File: src/rtl/systolic_mm_nxn.sv
// Output-stationary NxN systolic multiplier: C = A x B for an NxK by KxN operand pair.
// Operands are skewed on entry and flow right/down with valid tokens; the FSM frames one job.

module systolic_mm_nxn_pe #(
    parameter int W     = 8,
    parameter int ACC_W = 20
) (
    input  logic             clk,
    input  logic             rst,
    input  logic             i_clr,
    input  logic [W-1:0]     i_a,
    input  logic             i_at,
    input  logic [W-1:0]     i_b,
    input  logic             i_bt,
    output logic [W-1:0]     o_a,
    output logic             o_at,
    output logic [W-1:0]     o_b,
    output logic             o_bt,
    output logic [ACC_W-1:0] o_acc
);
    logic [W-1:0]     r_a, r_b;
    logic             r_at, r_bt;
    logic [ACC_W-1:0] r_acc;
    logic [2*W-1:0]   w_prod;

    assign w_prod = i_a * i_b;

    always_ff @(posedge clk) begin
        if (rst) begin
            r_a   <= '0;
            r_b   <= '0;
            r_at  <= 1'b0;
            r_bt  <= 1'b0;
            r_acc <= '0;
        end else begin
            r_a  <= i_a;
            r_b  <= i_b;
            r_at <= i_at;
            r_bt <= i_bt;
            if (i_clr)
                r_acc <= '0;
            else if (i_at && i_bt)
                r_acc <= r_acc + ACC_W'(w_prod);
        end
    end

    assign o_a   = r_a;
    assign o_at  = r_at;
    assign o_b   = r_b;
    assign o_bt  = r_bt;
    assign o_acc = r_acc;
endmodule

module systolic_mm_nxn #(
    parameter int N     = 4,
    parameter int W     = 8,
    parameter int ACC_W = 20
) (
    input  logic                 clk,
    input  logic                 rst,
    input  logic                 start,
    input  logic                 in_valid,
    output logic                 in_ready,
    input  logic                 in_last,
    input  logic [N*W-1:0]       a_col,
    input  logic [N*W-1:0]       b_row,
    output logic                 out_valid,
    input  logic                 out_ready,
    output logic [N*N*ACC_W-1:0] c_flat,
    output logic                 busy
);
    localparam int CW = $clog2(2 * N);

    typedef enum logic [1:0] {S_IDLE, S_LOAD, S_DRAIN, S_DONE} state_t;

    state_t          r_state;
    logic [CW-1:0]   r_cnt;
    logic            r_in_ready, r_out_valid, r_busy;
    logic            w_accept, w_clr;

    logic [N-1:0][N:0][W-1:0] w_a;
    logic [N-1:0][N:0]        w_at;
    logic [N:0][N-1:0][W-1:0] w_b;
    logic [N:0][N-1:0]        w_bt;

    assign w_accept = in_valid & r_in_ready;
    assign w_clr    = (r_state == S_IDLE) & start;

    // Drain length covers the token wavefront reaching PE(N-1,N-1).
    always_ff @(posedge clk) begin
        if (rst) begin
            r_state     <= S_IDLE;
            r_cnt       <= '0;
            r_in_ready  <= 1'b0;
            r_out_valid <= 1'b0;
            r_busy      <= 1'b0;
        end else begin
            case (r_state)
                S_IDLE: if (start) begin
                    r_state    <= S_LOAD;
                    r_in_ready <= 1'b1;
                    r_busy     <= 1'b1;
                end
                S_LOAD: if (w_accept && in_last) begin
                    r_state    <= S_DRAIN;
                    r_in_ready <= 1'b0;
                    r_cnt      <= '0;
                end
                S_DRAIN: begin
                    if (r_cnt == CW'(2 * N - 2)) begin
                        r_state     <= S_DONE;
                        r_out_valid <= 1'b1;
                    end else begin
                        r_cnt <= r_cnt + 1'b1;
                    end
                end
                S_DONE: if (out_ready) begin
                    r_state     <= S_IDLE;
                    r_out_valid <= 1'b0;
                    r_busy      <= 1'b0;
                end
                default: r_state <= S_IDLE;
            endcase
        end
    end

    assign in_ready  = r_in_ready;
    assign out_valid = r_out_valid;
    assign busy      = r_busy;

    // Stage 0 is the input register; row/column g gets g extra stages of skew.
    for (genvar gi = 0; gi < N; gi++) begin : g_skew
        logic [gi:0][W-1:0] r_ash, r_bsh;
        logic [gi:0]        r_atk, r_btk;

        always_ff @(posedge clk) begin
            if (rst) begin
                r_ash <= '0;
                r_bsh <= '0;
                r_atk <= '0;
                r_btk <= '0;
            end else begin
                r_ash[0] <= a_col[gi*W +: W];
                r_bsh[0] <= b_row[gi*W +: W];
                r_atk[0] <= w_accept;
                r_btk[0] <= w_accept;
                for (int d = 1; d <= gi; d++) begin
                    r_ash[d] <= r_ash[d-1];
                    r_bsh[d] <= r_bsh[d-1];
                    r_atk[d] <= r_atk[d-1];
                    r_btk[d] <= r_btk[d-1];
                end
            end
        end

        assign w_a[gi][0]  = r_ash[gi];
        assign w_at[gi][0] = r_atk[gi];
        assign w_b[0][gi]  = r_bsh[gi];
        assign w_bt[0][gi] = r_btk[gi];
    end

    for (genvar gi = 0; gi < N; gi++) begin : g_row
        for (genvar gj = 0; gj < N; gj++) begin : g_col
            systolic_mm_nxn_pe #(.W(W), .ACC_W(ACC_W)) u_pe (
                .clk   (clk),
                .rst   (rst),
                .i_clr (w_clr),
                .i_a   (w_a[gi][gj]),
                .i_at  (w_at[gi][gj]),
                .i_b   (w_b[gi][gj]),
                .i_bt  (w_bt[gi][gj]),
                .o_a   (w_a[gi][gj+1]),
                .o_at  (w_at[gi][gj+1]),
                .o_b   (w_b[gi+1][gj]),
                .o_bt  (w_bt[gi+1][gj]),
                .o_acc (c_flat[(gi*N+gj)*ACC_W +: ACC_W])
            );
        end
    end

    // Operands leaving the right and bottom edges have no consumer.
    logic w_unused;
    always_comb begin
        w_unused = 1'b0;
        for (int i = 0; i < N; i++)
            w_unused = w_unused ^ (^{w_a[i][N], w_at[i][N], w_b[N][i], w_bt[N][i]});
    end
endmodule

File: config.mk
export PLATFORM = sky130hd
export DESIGN_NAME = systolic_mm_nxn
export DESIGN_NICKNAME = d
export VERILOG_FILES = /design/src/rtl/systolic_mm_nxn.sv
export SDC_FILE = /design/constraint.sdc
export NUM_CORES = 2
export LEC_CHECK = 0
export BUFFER_PORTS_ARGS = -buffer_cell sky130_fd_sc_hd__buf_2
export CORE_UTILIZATION = 54
export CTS_CLUSTER_DIAMETER = 60
export CTS_CLUSTER_SIZE = 14
export DETAILED_ROUTE_END_ITERATION = 8
export PLACE_DENSITY = 0.71
export SKIP_CTS_REPAIR_TIMING = 1
export SLEW_MARGIN = 20
export SYNTH_ARGS = -nofsm -noshare
export SYNTH_HDL_FRONTEND = slang
export SYNTH_SLANG_ARGS = --single-unit
File: constraint.sdc
create_clock -name clk -period 11.6 [get_ports clk]
set_clock_uncertainty 0.05 [all_clocks]
set_input_delay 2.32 -clock clk [delete_from_list [all_inputs] [get_ports clk]]
set_output_delay 2.32 -clock clk [all_outputs]
set_load 0.03 [all_outputs]
Yosys cells after proc, flatten, opt, wreduce, memory -nomap -nowiden. Cells that the tools add are included.

Register bits after elaboration: 720. Input port bits: 70. Output and inout bits: 323. Word-level logic and storage cells: 179.

$add $sub $neg: 17. Multiply operators: 16. Eq/ne operators: 9. Muxes and demuxes: 15. Bitwise gates (word level): 2. Reduce and logical (&&, ||, !) cells: 27.

Operator list (number): adder 20 x 16 -> 20 bit (16); multiplier 8 x 8 -> 16 bit (16); logical AND 1 bit (16); AND reduction 3 bit (4); != test 2 bit (second input constant) (5); 2-to-1 mux 2 bit (4); case mux 2 bit (4 select lines) (1); nonzero test 2 bit (4); 2-to-1 mux 3 bit (2); case mux 1 bit (2 select lines) (3); case mux 3 bit (2 select lines) (1); equality test 2 bit (second input constant) (2); 2-to-1 mux 1 bit (4); AND reduction 4 bit (1); adder 3 x 1 -> 3 bit (second input constant) (1); equality test 3 bit (second input constant) (1); AND 1 bit (2); equality test 2 x 1 -> 1 bit (second input constant) (1); zero test 2 bit (1); OR reduction 2 bit (1).

Depth between registers and ports, before layout.
Word-level depth: 4. Gate-level depth with buffers: 20. Gate-level depth less buffers: 19.

By module. From an unflattened synthesis, not the netlist that was laid out.

Cell total of the unflattened synthesis: 7961. Area total of the unflattened synthesis: 69063.7 um2.

By module, submodules not included: systolic_mm_nxn_pe (g_row[1].g_col[2].u_pe ...) (times used 6, cells each 480, area an instance 4056.4 um2, seq. area each 760.7 um2); systolic_mm_nxn_pe (g_row[0].g_col[0].u_pe ...) (times used 5, cells each 474, area an instance 4012.6 um2, seq. area each 760.7 um2); systolic_mm_nxn_pe (g_row[3].g_col[1].u_pe ...) (times used 2, cells each 454, area an instance 3917.5 um2, seq. area each 760.7 um2); systolic_mm_nxn (times used 1, cells each 407, area an instance 4931.0 um2, seq. area each 3443.3 um2); systolic_mm_nxn_pe (g_row[1].g_col[1].u_pe) (times used 1, cells each 479, area an instance 4027.6 um2, seq. area each 760.7 um2); systolic_mm_nxn_pe (g_row[3].g_col[3].u_pe) (times used 1, cells each 461, area an instance 3966.3 um2, seq. area each 760.7 um2); systolic_mm_nxn_pe (g_row[3].g_col[0].u_pe) (times used 1, cells each 456, area an instance 3902.5 um2, seq. area each 760.7 um2).

Worst setup path after synthesis. OpenSTA, ideal clock, no wires.

Path type: flip-flop to flip-flop. Start point: reg g_row[2].g_col[2].u_pe.r_acc[7]. End point: reg g_row[2].g_col[2].u_pe.r_acc[19]. Library setup time: 0.128 ns. Arrival time: 4.590 ns. Required time: 11.422 ns. Slack: 6.832 ns. Stages on the path, launching flop included: 18. Path buffers: 0. Period minus slack after synthesis: 4.768 ns. Cell sequence: dfxtp_1 inv_1 fa_1 inv_1 fa_1 fa_1 inv_1 fa_1 inv_1 ha_1 a21oi_4 o21ai_2 a2111oi_4 o41ai_4 a2111oi_4 o31a_2 xor2_1 nor2_1.

Word-level cells in the longest chain between the ends: 1.

Ends and longest elaborated chain: from (decl) (line 23) `logic [ACC_W-1:0] r_acc;`; from (signal assigned) (line 43) `r_acc <= r_acc + ACC_W'(w_prod);`; adder 20 x 16 -> 20 bit (line 43).

Every way passes these cells. A chain may end at the register's enable or synchronous reset.

Worst setup path after layout.
Start point: reg g_skew[2].r_bsh[18] in the netlist's numbering. End point: reg g_row[0].g_col[2].u_pe.r_acc[16].

Word-level cells in the longest chain between the ends: 2.

Ends and longest elaborated chain: from (decl) (line 133) `logic [gi:0][W-1:0] r_ash, r_bsh;`; from (signal, indexed assignment) (line 149) `r_bsh[d] <= r_bsh[d-1];`; multiplier 8 x 8 -> 16 bit (line 26) `assign w_prod = i_a * i_b;`; adder 20 x 16 -> 20 bit (line 43); to (signal assigned) (line 43); to (decl) (line 23).

Every way passes these cells.

==> impl_metrics.csv <==
group,metric,value,unit
status,status,"complete, no violations",
floorplan,chipWidth,345,µm
final_layout,fillers,10100,
grt,grt_overflow,0,
synthesis,netlist_area,0.0634,mm²
grt,grt_pass1_wl,255,mm
sta,hold_viol,0,
placement,port_buffers,392,
pwr,p_per_area,85.3,mW/mm²
synthesis,synth_fp_nets,8600,
sta,slew_viol_final,0,
synthesis,ys_seq_area_frac,0.217,
sta,fin_tns_setup,0,ns
flow_run,drv_cap,0,
routing,vias,46200,
floorplan,coreArea,0.116,mm²
final_layout,area_growth,10.5,%
synthesis,synth_cells,7067,
routing,dr.pass1.iters,5,
critical_path,crit_fanout,9,
routing,wl,156,mm
sta,relSlewSlack,0.385,
placement,place.gp.congestion,0.904,
grt,grt_antenna_before_repair,8,
routing,avgViaCountPerCell,5.14,
clock_network,cts_buffers,93,
sta,worst_slew_pin_slew,0.923,ns
final_layout,fin_area,0.0700,mm²
critical_path,cp-end-kind,"register",
final_layout,regArea,0.0138,mm²
routing,drt_iter0_markers,2163,
sta,period_minus_slack,5.37,ns
synthesis,async_flop_share,0,
floorplan,rows,125,
placement,postPlaceCellArea,0.0667,mm²
critical_path,crit_type,"register to register",
synthesis,avgSynthCellArea,8.97,µm²
clock_network,h-tree-depth,3,
floorplan,ios,393,
sta,rsz0062_at_grt,"no",
floorplan,start_util,0.545,
pwr,p_leak,35.9,nW
final_layout,multi_input_area,0.0430,mm²
final_layout,final_core_util,0.602,
routing,drc,0,
critical_path,start_kind,"register",
synthesis,synthFlopType,"dfxtp_1",
final_layout,fin_nets,8909,
synthesis,yosys_register_bits,687,
placement,hpwl,125,mm
clock_network,cts_tree,"yes",
critical_path,critical_path_arrival,5.85,ns
synthesis,yosysUniqueCellTypes,83,
clock_network,clk_pin_slew_worst_paths,0.06,ns
synthesis,yosysWarnings,0,
sta,fmax,0.186,GHz
grt,grt_pass1_vias,48700,
floorplan,die_h,345,µm
critical_path,required,12.08,ns
clock_network,insertion_delay,0.68,ns
clock_network,cts_sinks,687,
final_layout,drive_above_1_share,0.0830,
sta,hold_slack,0.383,ns
synthesis,synth_edf_count,0,
clock_network,ctsLongestPathBuffers,3,
grt,track_usage,0.271,
routing,antenna_left,0,
floorplan,dieArea,0.119,mm²
clock_network,cts-root-buf,"clkbuf_16",
sta,setup_viol,0,
sta,fin_crit_sh,0.463,
pwr,report.power.total,5.97,mW
routing,routedWlPerCell,17.4,µm
hold_path,hold_path_class,"register to register",
grt,grt_max_degree,113,
pwr,vdd.ir_drop.worst,0.0938,mV
==> cells in the final DEF (no fill, tap or decap), types with 37 or more instances in the layout <==
cell / n
dfxtp_1: 682
nor2_1: 379
ha_1: 663
o21ai_0: 110
inv_1: 1573
nand3_1: 47
and2_1: 521
xor2_1: 62
buf_2: 391
a21oi_1: 172
mux2i_1: 189
nor2b_1: 380
fa_1: 800
a211oi_1: 59
nor3_1: 37
o21a_1: 43
a21o_1: 72
nand2_1: 640
clkbuf_16: 95
xnor2_1: 143
==> per-layer routing <==
metal | global-route usage | wire length, µm | vias up
met4 | 0.104 | 6370 | 6
li1 | - | - | 22300
met1 | 0.339 | 66000 | 22600
met5 | 0 | 46 | -
met2 | 0.465 | 75600 | 995
met3 | 0.0501 | 8270 | 288
==> state kept, by name, summed over array words and instances, names as in the netlist <==
signal                  flops
g_row.g_col.u_pe.o_acc    320
out_valid                   1
g_row.g_col.u_pe.o_a       96
g_skew.r_bsh               80
in_ready                    1
g_skew.r_ash               80
busy                        1
g_row.g_col.u_pe.o_b       96
g_skew.r_atk                3
r_state                     2
g_row.g_col.u_pe.o_at       3
g_row.g_col.u_pe.o_bt       1
r_cnt                       3
==> Yosys cell counts (16+ instances only) <==
master       n  area share
dfxtp_1    687        0.22
o21bai_1    29      0.0034
a211oi_1    59      0.0070
nand4_1     16      0.0016
o21a_1      43      0.0051
and2_1     521       0.051
nor2_1     379       0.022
mux2i_1    189       0.030
nand2b_1    29      0.0029
a21oi_1    173       0.014
a31oi_1     29      0.0029
inv_1     1573       0.093
clkbuf_1   178       0.011
xor2_1      62      0.0086
fa_1       800        0.25
nor3_1      37      0.0029
nor2b_1    380       0.038
nand2_1    640       0.038
ha_1       663        0.13
xnor2_1    143       0.020
a21o_1      73      0.0086
nand3_1     47      0.0037
o21ai_0    110      0.0087
o211ai_1    18      0.0021
==> layout make-up <==
class | count | share of cell area
Antenna cell | 1 | 0.0000358
Sequential cell | 687 | 0.197
Clock inverter | 64 | 0.0120
Timing Repair Buffer | 408 | 0.0301
Clock buffer | 104 | 0.0353
Multi-Input combinational cell | 4611 | 0.614
Tap cell | 1524 | 0.0272
Inverter | 1575 | 0.0845
==> worst paths after layout <==
kind,startpoint,to,slack [ns],cells after the start
worst max-delay path,g_skew[2].r_bsh[18],g_row[0].g_col[2].u_pe.o_acc[16],6.23,17
worst min-delay path,g_skew[3].r_bsh[18],g_skew[3].r_bsh[26],0.38,1
worst max register to register,g_skew[2].r_bsh[18],g_row[0].g_col[2].u_pe.o_acc[16],6.23,17
worst min register to register,g_skew[3].r_bsh[18],g_skew[3].r_bsh[26],0.38,1
==> through the flow <==
step | setup WS [ns] | cells
final | 6.23 | 8974
after detailed placement | 6.26 | 8805
after global routing | 5.94 | 8974
after floorplan | 6.83 | 7067
after CTS | 6.27 | 8973
after global placement | 6.31 | 8805
==> critical path, stage by stage (launching register included) <==
cell and delay (ns):
dfxtp_1 0.53, nand2_1 0.16, fa_1 0.57, inv_1 0.06, fa_1 0.49, fa_1 0.50
inv_1 0.06, fa_1 0.47, inv_1 0.04, ha_1 0.31, a21oi_1 0.22, inv_1 0.06
a21oi_1 0.18, o21ai_0 0.15, o311ai_0 0.74, o21ai_0 0.31, xnor2_1 0.24, o21ai_0 0.09
==> cell families after synthesis <==
family | share of synthesized area
multiplexers | 0.0300
flip-flops | 0.217
adder cells (fa/ha/maj) | 0.384
buffers and inverters | 0.105
AND/OR/NAND/NOR | 0.167
XOR/XNOR | 0.0283
AO/OA/AOI/OAI | 0.0692
==> where the power goes <==
| group | leakage, nW | internal (mW) | total [mW] | switching, mW |
|---|---|---|---|---|
| clock network | 1.59 | 1.77 | 3.05 | 1.27 |
| logic | 28.7 | 0.143 | 0.442 | 0.299 |
| registers | 5.57 | 2.41 | 2.48 | 0.0764 |
| total | 35.9 | 4.32 | 5.97 | 1.65 |
(Power assumes the default switching activity.)
